==> src/rtl/bp_unit.sv <==
// PC breakpoint unit: debounced buttons load a 32-bit breakpoint one nibble at
// a time, and a small FSM raises halt_req when the fetch PC matches it.
module bp_debounce #(
  parameter int DB_CYCLES = 50000,
  parameter int DB_W      = 16
) (
  input  logic clk,
  input  logic reset,
  input  logic raw,
  output logic pulse
);
  logic [1:0]      sync;
  logic            level, level_d;
  logic [DB_W-1:0] cnt;

  always_ff @(posedge clk or negedge reset) begin
    if (!reset) begin
      sync    <= '0;
      level   <= 1'b0;
      level_d <= 1'b0;
      cnt     <= '0;
      pulse   <= 1'b0;
    end else begin
      sync    <= {sync[0], raw};
      level_d <= level;
      pulse   <= level & ~level_d;
      // Any reversal back to the accepted level restarts the stability count.
      if (sync[1] == level) begin
        cnt <= '0;
      end else if (cnt == DB_W'(DB_CYCLES - 1)) begin
        level <= sync[1];
        cnt   <= '0;
      end else begin
        cnt <= cnt + 1'b1;
      end
    end
  end
endmodule

module bp_unit #(
  parameter int DB_CYCLES = 50000,
  parameter int DB_W      = 16
) (
  input  logic        clk,
  input  logic        reset,
  input  logic        valid_btn,
  input  logic        sample_btn,
  input  logic [2:0]  digit_sel,
  input  logic [3:0]  hex_digit,
  input  logic [29:0] pc,
  input  logic        pc_valid,
  output logic [31:0] break_point,
  output logic        armed,
  output logic        hit,
  output logic        halt_req,
  output logic [7:0]  hit_count
);
  localparam int NUM_BTN = 2;
  localparam logic [1:0] S_IDLE  = 2'd0;
  localparam logic [1:0] S_ARMED = 2'd1;
  localparam logic [1:0] S_HIT   = 2'd2;
  localparam logic [1:0] S_SKIP  = 2'd3;

  logic [NUM_BTN-1:0] btn_raw, btn_pulse;
  logic               v_pulse, s_pulse;
  logic [1:0]         state;
  logic               pc_eq, match;

  assign btn_raw = {sample_btn, valid_btn};

  for (genvar b = 0; b < NUM_BTN; b++) begin : g_btn
    bp_debounce #(.DB_CYCLES(DB_CYCLES), .DB_W(DB_W)) u_db (
      .clk   (clk),
      .reset (reset),
      .raw   (btn_raw[b]),
      .pulse (btn_pulse[b])
    );
  end

  assign v_pulse = btn_pulse[0];
  assign s_pulse = btn_pulse[1];
  assign pc_eq   = (pc == break_point[31:2]);
  assign match   = pc_valid && pc_eq;

  always_ff @(posedge clk or negedge reset) begin
    if (!reset) begin
      state       <= S_IDLE;
      break_point <= '0;
      hit_count   <= '0;
    end else begin
      case (state)
        S_IDLE: begin
          if (s_pulse) break_point[{digit_sel, 2'b00} +: 4] <= hex_digit;
          if (v_pulse) state <= S_ARMED;
        end
        S_ARMED: begin
          if (v_pulse) begin
            state <= S_IDLE;
          end else if (match) begin
            state <= S_HIT;
            if (hit_count != 8'hFF) hit_count <= hit_count + 8'd1;
          end
        end
        S_HIT: begin
          if (s_pulse) break_point[{digit_sel, 2'b00} +: 4] <= hex_digit;
          if (v_pulse) state <= S_SKIP;
        end
        S_SKIP: begin
          // Stay parked until the pipeline has fetched past the breakpoint.
          if (v_pulse)                 state <= S_IDLE;
          else if (pc_valid && !pc_eq) state <= S_ARMED;
        end
        default: state <= S_IDLE;
      endcase
    end
  end

  assign armed    = (state == S_ARMED);
  assign hit      = (state == S_HIT);
  assign halt_req = hit;
endmodule
==> config.mk <==
export PLATFORM = sky130hd
export DESIGN_NAME = bp_unit
export DESIGN_NICKNAME = d
export VERILOG_FILES = /design/src/rtl/bp_unit.sv
export SDC_FILE = /design/constraint.sdc
export NUM_CORES = 1
export LEC_CHECK = 0
export BUFFER_PORTS_ARGS = -buffer_cell sky130_fd_sc_hd__buf_2
export CAP_MARGIN = 15
export CORE_MARGIN = 2
export CORE_UTILIZATION = 59
export DETAILED_ROUTE_END_ITERATION = 6
export PLACE_DENSITY = 0.93
export SLEW_MARGIN = 20
export SYNTH_ARGS = -nofsm -noshare
export SYNTH_HDL_FRONTEND = slang
export SYNTH_SLANG_ARGS = --single-unit
==> constraint.sdc <==
create_clock -name clk -period 2.9 [get_ports clk]
set_clock_uncertainty 0.05 [all_clocks]
set_input_delay 0 -clock clk [delete_from_list [all_inputs] [get_ports clk]]
set_output_delay 0 -clock clk [all_outputs]
set_load 0.01 [all_outputs]
==> metrics.csv, run 1 <==
metric;value;unit
status;finished, final reports clean;
max_cap_viol_count;0;
syn_area_per_cell;11.0;sq um
tightest_slew;770;ps
cts_root_buf;clkbuf_8;
finalCritPeriodShare;0.687;
portBuffers;84;
gp_congestion;0.876;
timing.fmax;502;MHz
overflow;0;
hold_path.class;in2reg;
crit_path_start_kind;flop;
die_width;86.7;um
grt_usage;0.262;
p_sw;0.525;mW
reg2reg_from;break_point[3]$_DFFE_PN0P_;
fin_cells;551;
dp_cells;528;
hold_violations;0;
cpPeakStageDelay;410;ps
synthesis.nets;414;
stdcell_area;4880;sq um
rsz0062_at_grt;no;
yosysTopAreaCell;dfrtp_1;
p_int;1.92;mW
start_util;0.600;
wl_per_cell;16.9;um
synth_ff_type;dfrtp_1;
num_vias;3113;
cp.arrival;2190;ps
drv_slew;0;
worstReg2RegEnd;hit_count[1]$_DFFE_PN0P_;
ys_seq_area_frac;0.521;
area_growth;21.1;%
num_io_pins;85;
syn_area;4030;sq um
fin_util;0.727;
ys_seq_elements;84;
ys_warn_count;0;
pwr-share-seq;0.490;
viasPerCell;5.65;
switching_share;0.215;
powerDensity;500;nW/um^2
cp.required;3100;ps
crit_path_end_kind;flop;
ys_types;28;
p_clk_frac;0.441;
synthArstFlopShare;1.00;
cp_num_buf_inv;0;
cts_made_buffers;9;
crit_family;simple AND/OR/NAND/NOR gates;
holdPathStages;4;
antenna_found_initial;0;
relSlewSlack;0.487;
htreeDepth;3;
grt_pass1_wl;15.0;mm
grt_max_degree;85;
crit_path_cell_trace;xnor2_1 > nand4_1 > nor4_4 > nand3_4 > mux2_4;
clock_latency;360;ps
fin_crit;1990;ps
ff2ff_path_depth;5;
drc_errors;0;
dpl.hpwl;6.42;mm
cts_max_path_buffers;2;
placed_area;4540;sq um
core_region_area;6720;sq um
rrSetupSlack;910;ps
setup_viol;0;
p_comb_frac;0.068;
clkTransAtPathRegs;80;ps
wirelength;9.32;mm
dr.pass1.iters;4;
ant_nets;0;
synth.area.top_cells;dfrtp_1 52%, xnor2_1 9.8%, mux2_2 8.4%;
drive_gt1_frac;0.297;
path_class;reg2reg;
diodes;0;
min_from;pc_valid;
grt_pass1_vias;3190;
cts_tree;built;
syn-instance-count;367;
p_leak;2.39;nW
worst-path-max-fanout;8;
crit_slowest_cell;dfrtp_1;
dieArea;7510;sq um
fin_nets;513;
cts_setup_buffers;0;
std_cell_rows;30;
clock_sinks;84;
synth_edf_count;0;
tns;0;ps
die_y;86.7;um
drtIter0Drc;187;
synth_top_area_share;0.521;
ir_worst_vdd;0.257;mV
-- synth_stat cells, types with 3 or more instances --
cell,instances
nand2b_1,3
nor3_2,4
mux2_2,30
nand2_1,32
dfrtp_1,84
ha_1,5
xor2_1,22
xnor2_1,45
o21ai_0,7
nand3_1,15
nor2b_1,6
nand4_1,22
nor2_1,50
nor3_1,8
and3_1,10
inv_1,8
-- stage by stage --
step / total power [mW] / setup WS (ps) / hold WS, ps
floorplan: 1.29 / 1150 / -346
global placement: 1.37 / 929 / 61.9
detailed placement: 1.38 / 935 / 63.0
CTS: 2.45 / 928 / 32.2
global route: 2.52 / 783 / 66.6
finish: 2.44 / 909 / 53.6
-- layout make-up --
class / instances / area, sq um
sequential: 84 / 2100
multi-input combinational: 272 / 1890
fill: 443 / 1830
timing repair buffer: 91 / 497
clock buffer: 13 / 179
tap: 80 / 100
clock inverter: 3 / 90.1
inverter: 8 / 30.0
-- layout by cell type (no fill, tap or decap) --
master	netlist	final
nand3_1	15	15
xor2_1	22	22
nor3_2	4	4
nor3_1	8	8
nor4b_1	2	2
nand2_1	32	32
nor4_2	1	1
and3_1	10	10
nor2_2	1	1
or2b_1	1	1
nor2b_1	6	6
buf_6	0	1
nor4_1	2	2
dlygate4sd3_1	0	7
nand2b_1	3	3
xnor2_1	45	45
clkbuf_8	0	13
nor2_1	50	50
dfrtp_1	84	84
bufinv_16	0	3
nand3b_1	1	1
mux2_4	1	1
ha_1	5	5
nand4_1	22	22
o21ai_0	7	7
nand3_4	1	1
buf_2	0	83
mux2_2	30	30
nor4_4	2	2
or3_1	1	1
inv_1	8	8
-- how the worst max path moves through the flow --
stage,start,to,slack [ps],cells after the start
detailed placement,break_point[3]$_DFFE_PN0P_,hit_count[1]$_DFFE_PN0P_,930,5
finish,break_point[3]$_DFFE_PN0P_,hit_count[1]$_DFFE_PN0P_,910,5
global route,state[0]$_DFFE_PN0P_,break_point[17]$_DFFE_PN0P_,780,5
floorplan,break_point[11]$_DFFE_PN0P_,hit_count[1]$_DFFE_PN0P_,1150,5
global placement,break_point[3]$_DFFE_PN0P_,hit_count[1]$_DFFE_PN0P_,930,5
CTS,break_point[3]$_DFFE_PN0P_,hit_count[1]$_DFFE_PN0P_,930,5
-- power groups by stage --
| stage | registers, mW | logic, mW | clock network [mW] |
|---|---|---|---|
| 6_report | 1.20 | 0.167 | 1.08 |
| 5_1_grt | 1.20 | 0.183 | 1.14 |
| 3_5_place_dp | 1.22 | 0.155 | 0 |
| 4_1_cts | 1.20 | 0.165 | 1.09 |
| 3_3_place_gp | 1.22 | 0.150 | 0 |
| 2_1_floorplan | 1.22 | 0.0685 | 0 |
-- per-layer routing --
metal / GRT usage / vias up / part of all wire
li1: - / 1450 / -
met1: 0.310 / 1508 / 0.41
met2: 0.460 / 132 / 0.51
met3: 0.0410 / 23 / 0.050
met4: 0.131 / 0 / 0.031
met5: 0 / - / 0
-- timing repair --
item / 4_1_cts / 5_1_grt
hold buffers: 7 / 0
gates resized for setup: 0 / 0
endpoints found under the hold margin: 114 / 0
-- worst reg2reg max path: cells and delay by family (launching register included) --
family / cells / cell delay, ps
AND/OR/NAND/NOR: 3 / 780
multiplexers: 1 / 330
flip-flops: 1 / 410
XOR/XNOR: 1 / 310
-- cell families after synthesis --
kind of cell | count (synthesis) | synth area share
AO/OA/AOI/OAI | 7 | 0.00868
XOR/XNOR | 67 | 0.145
adder cells (fa/ha/maj) | 5 | 0.0155
buffers and inverters | 11 | 0.0112
flip-flops | 84 | 0.521
multiplexers | 31 | 0.0875
AND/OR/NAND/NOR | 162 | 0.211
-- state kept, by name, summed over array words and instances, names as in the netlist, named ones only --
register            flops
hit_count               8
g_btn.u_db.level        2
g_btn.u_db.pulse        2
g_btn.u_db.sync         4
g_btn.u_db.cnt         32
g_btn.u_db.level_d      2
break_point            32
state                   1
No activity file was read; power rests on OpenSTA's default activity.
==> run 2: changes to the inputs <==
CORE_UTILIZATION = 49   (was 59)
PLACE_DENSITY = 0.84   (was 0.93)
clock period = 1.68 ns   (was 2.9 ns; I/O delays follow)
==> metrics.csv, run 2 (same netlist as run 1, synthesis figures left out) <==
metric;value;unit;change
status;finished, violations left;;was finished, final reports clean
violations;setup timing;;
wirelength;12.0;mm;was 9.32 mm
std_cell_rows;33;;was 30
wl_per_cell;18.5;um;was 16.9 um
die_width;94.7;um;was 86.7 um
grt_usage;0.254;;was 0.262
overflow;0;;unchanged
cts_root_buf;clkbuf_8;;unchanged
crit_path_end_kind;flop;;unchanged
cp.required;1890;ps;was 3100 ps
diodes;0;;unchanged
timing.fmax;495;MHz;was 502 MHz
dieArea;8970;sq um;was 7510 sq um
start_util;0.498;;was 0.600
worst-path-max-fanout;8;;unchanged
finalCritPeriodShare;1.20;;was 0.687
p_leak;2.88;nW;was 2.39 nW
rsz0062_at_grt;yes;;was no
cts_made_buffers;9;;unchanged
htreeDepth;3;;unchanged
grt_pass1_wl;17.4;mm;was 15.0 mm
stdcell_area;5710;sq um;was 4880 sq um
area_growth;41.6;%;was 21.1%
dpl.hpwl;7.17;mm;was 6.42 mm
placed_area;5040;sq um;was 4540 sq um
clock_sinks;84;;unchanged
hold_violations;0;;unchanged
hold_path.class;in2async;;was in2reg
dr.pass1.iters;6;;was 4
fin_nets;585;;was 513
num_io_pins;85;;unchanged
clock_latency;360;ps;about the same
drtIter0Drc;237;;was 187
setup_viol;10;;was 0
ir_worst_vdd;0.336;mV;was 0.257 mV
grt_pass1_vias;3535;;was 3190
core_region_area;8090;sq um;was 6720 sq um
viasPerCell;5.46;;was 5.65
relSlewSlack;0.700;;was 0.487
fin_crit;2020;ps;was 1990 ps
path_class;reg2reg;;unchanged
drive_gt1_frac;0.461;;was 0.297
crit_path_start_kind;flop;;unchanged
drc_errors;0;;unchanged
max_cap_viol_count;0;;unchanged
cts_tree;built;;unchanged
powerDensity;697;nW/um^2;was 500 nW/um^2
layout_common_cells;83 x dfrtp_1, 83 x buf_2, 67 x buf_4;;was 84 x dfrtp_1, 83 x buf_2, 50 x nor2_1
num_vias;3532;;was 3113
fin_ws;-338;ps;was 909 ps
drv_slew;0;;unchanged
whs;55.2;ps;was 53.6 ps
grt_max_degree;56;;was 85
ant_nets;0;;unchanged
antenna_found_initial;1;;was 0
top_regs;break_point x32, g_btn.u_db.cnt x32, hit_count x8;;unchanged
tightest_slew;446;ps;was 770 ps
gp_congestion;0.898;;was 0.876
clkTransAtPathRegs;100;ps;was 80 ps
cp.arrival;2230;ps;was 2190 ps
cts_max_path_buffers;2;;unchanged
die_y;94.7;um;was 86.7 um
portBuffers;84;;unchanged
## run 2: final cells by class
cell class	instances	area (sq um)
fillers	505	2380
multi-input cells	272	2180
flip-flops and latches	84	2100
repair buffers	163	1060
well taps	105	131
clock buffers	9	124
clock inverters	6	73.8
inverters	8	30.0
## run 2: critical path, stage by stage (launching register included)
cell	delay [ps]
dfrtp_1	430
xnor2_2	220
nand4_1	180
nor4_4	460
nand3_4	230
mux2_4	340
## run 2: layer usage
metal,global-route usage,share of wire,routed length [um]
met1,0.306,0.38,4600
met2,0.440,0.49,5820
met3,0.0615,0.087,1040
met4,0.0978,0.043,512
met5,0,0.0014,17
## run 2: where the power goes
part | leakage (nW) | switching, mW | internal (mW)
clock | 0.0938 | 0.790 | 0.697
combinational | 1.64 | 0.230 | 0.198
sequential | 1.15 | 0.0229 | 2.05
## run 2: timing repair
action	4_1_cts	5_1_grt
endpoints found under the hold margin	111	0
pin swaps	14	15
hold buffers	8	0
endpoints found under the setup margin	18	38
resized for setup	24	36
buffers inserted	4	7
## run 2: path summary, 6_finish.rpt
path	from	endpoint	slack, ps	cells after the start
max reg2reg	break_point[28]$_DFFE_PN0P_	hit_count[1]$_DFFE_PN0P_	-340	5
min reg2reg	g_btn[0].u_db.sync[0]$_DFF_PN0_	g_btn[0].u_db.sync[1]$_DFF_PN0_	310	0
min in group clk	pc[15]	flop	60	6
max in group asynchronous	reset	state[0]$_DFFE_PN0P_	880	3
max	break_point[28]$_DFFE_PN0P_	hit_count[1]$_DFFE_PN0P_	-340	5
min	reset	break_point[4]$_DFFE_PN0P_	60	2
## run 2: stage by stage
| step | power (mW) | std cells | setup TNS [ps] | setup WS (ps) | util |
|---|---|---|---|---|---|
| after floorplan | 2.23 | 367 | -50.8 | -50.8 | - |
| after global placement | 2.43 | 613 | -528 | -128 | 0.623 |
| after detailed placement | 2.44 | 613 | -1610 | -223 | 0.623 |
| after CTS | 3.94 | 640 | -781 | -165 | 0.679 |
| after global routing | 4.11 | 647 | -3140 | -377 | 0.706 |
| final | 3.98 | 647 | -2480 | -338 | 0.706 |
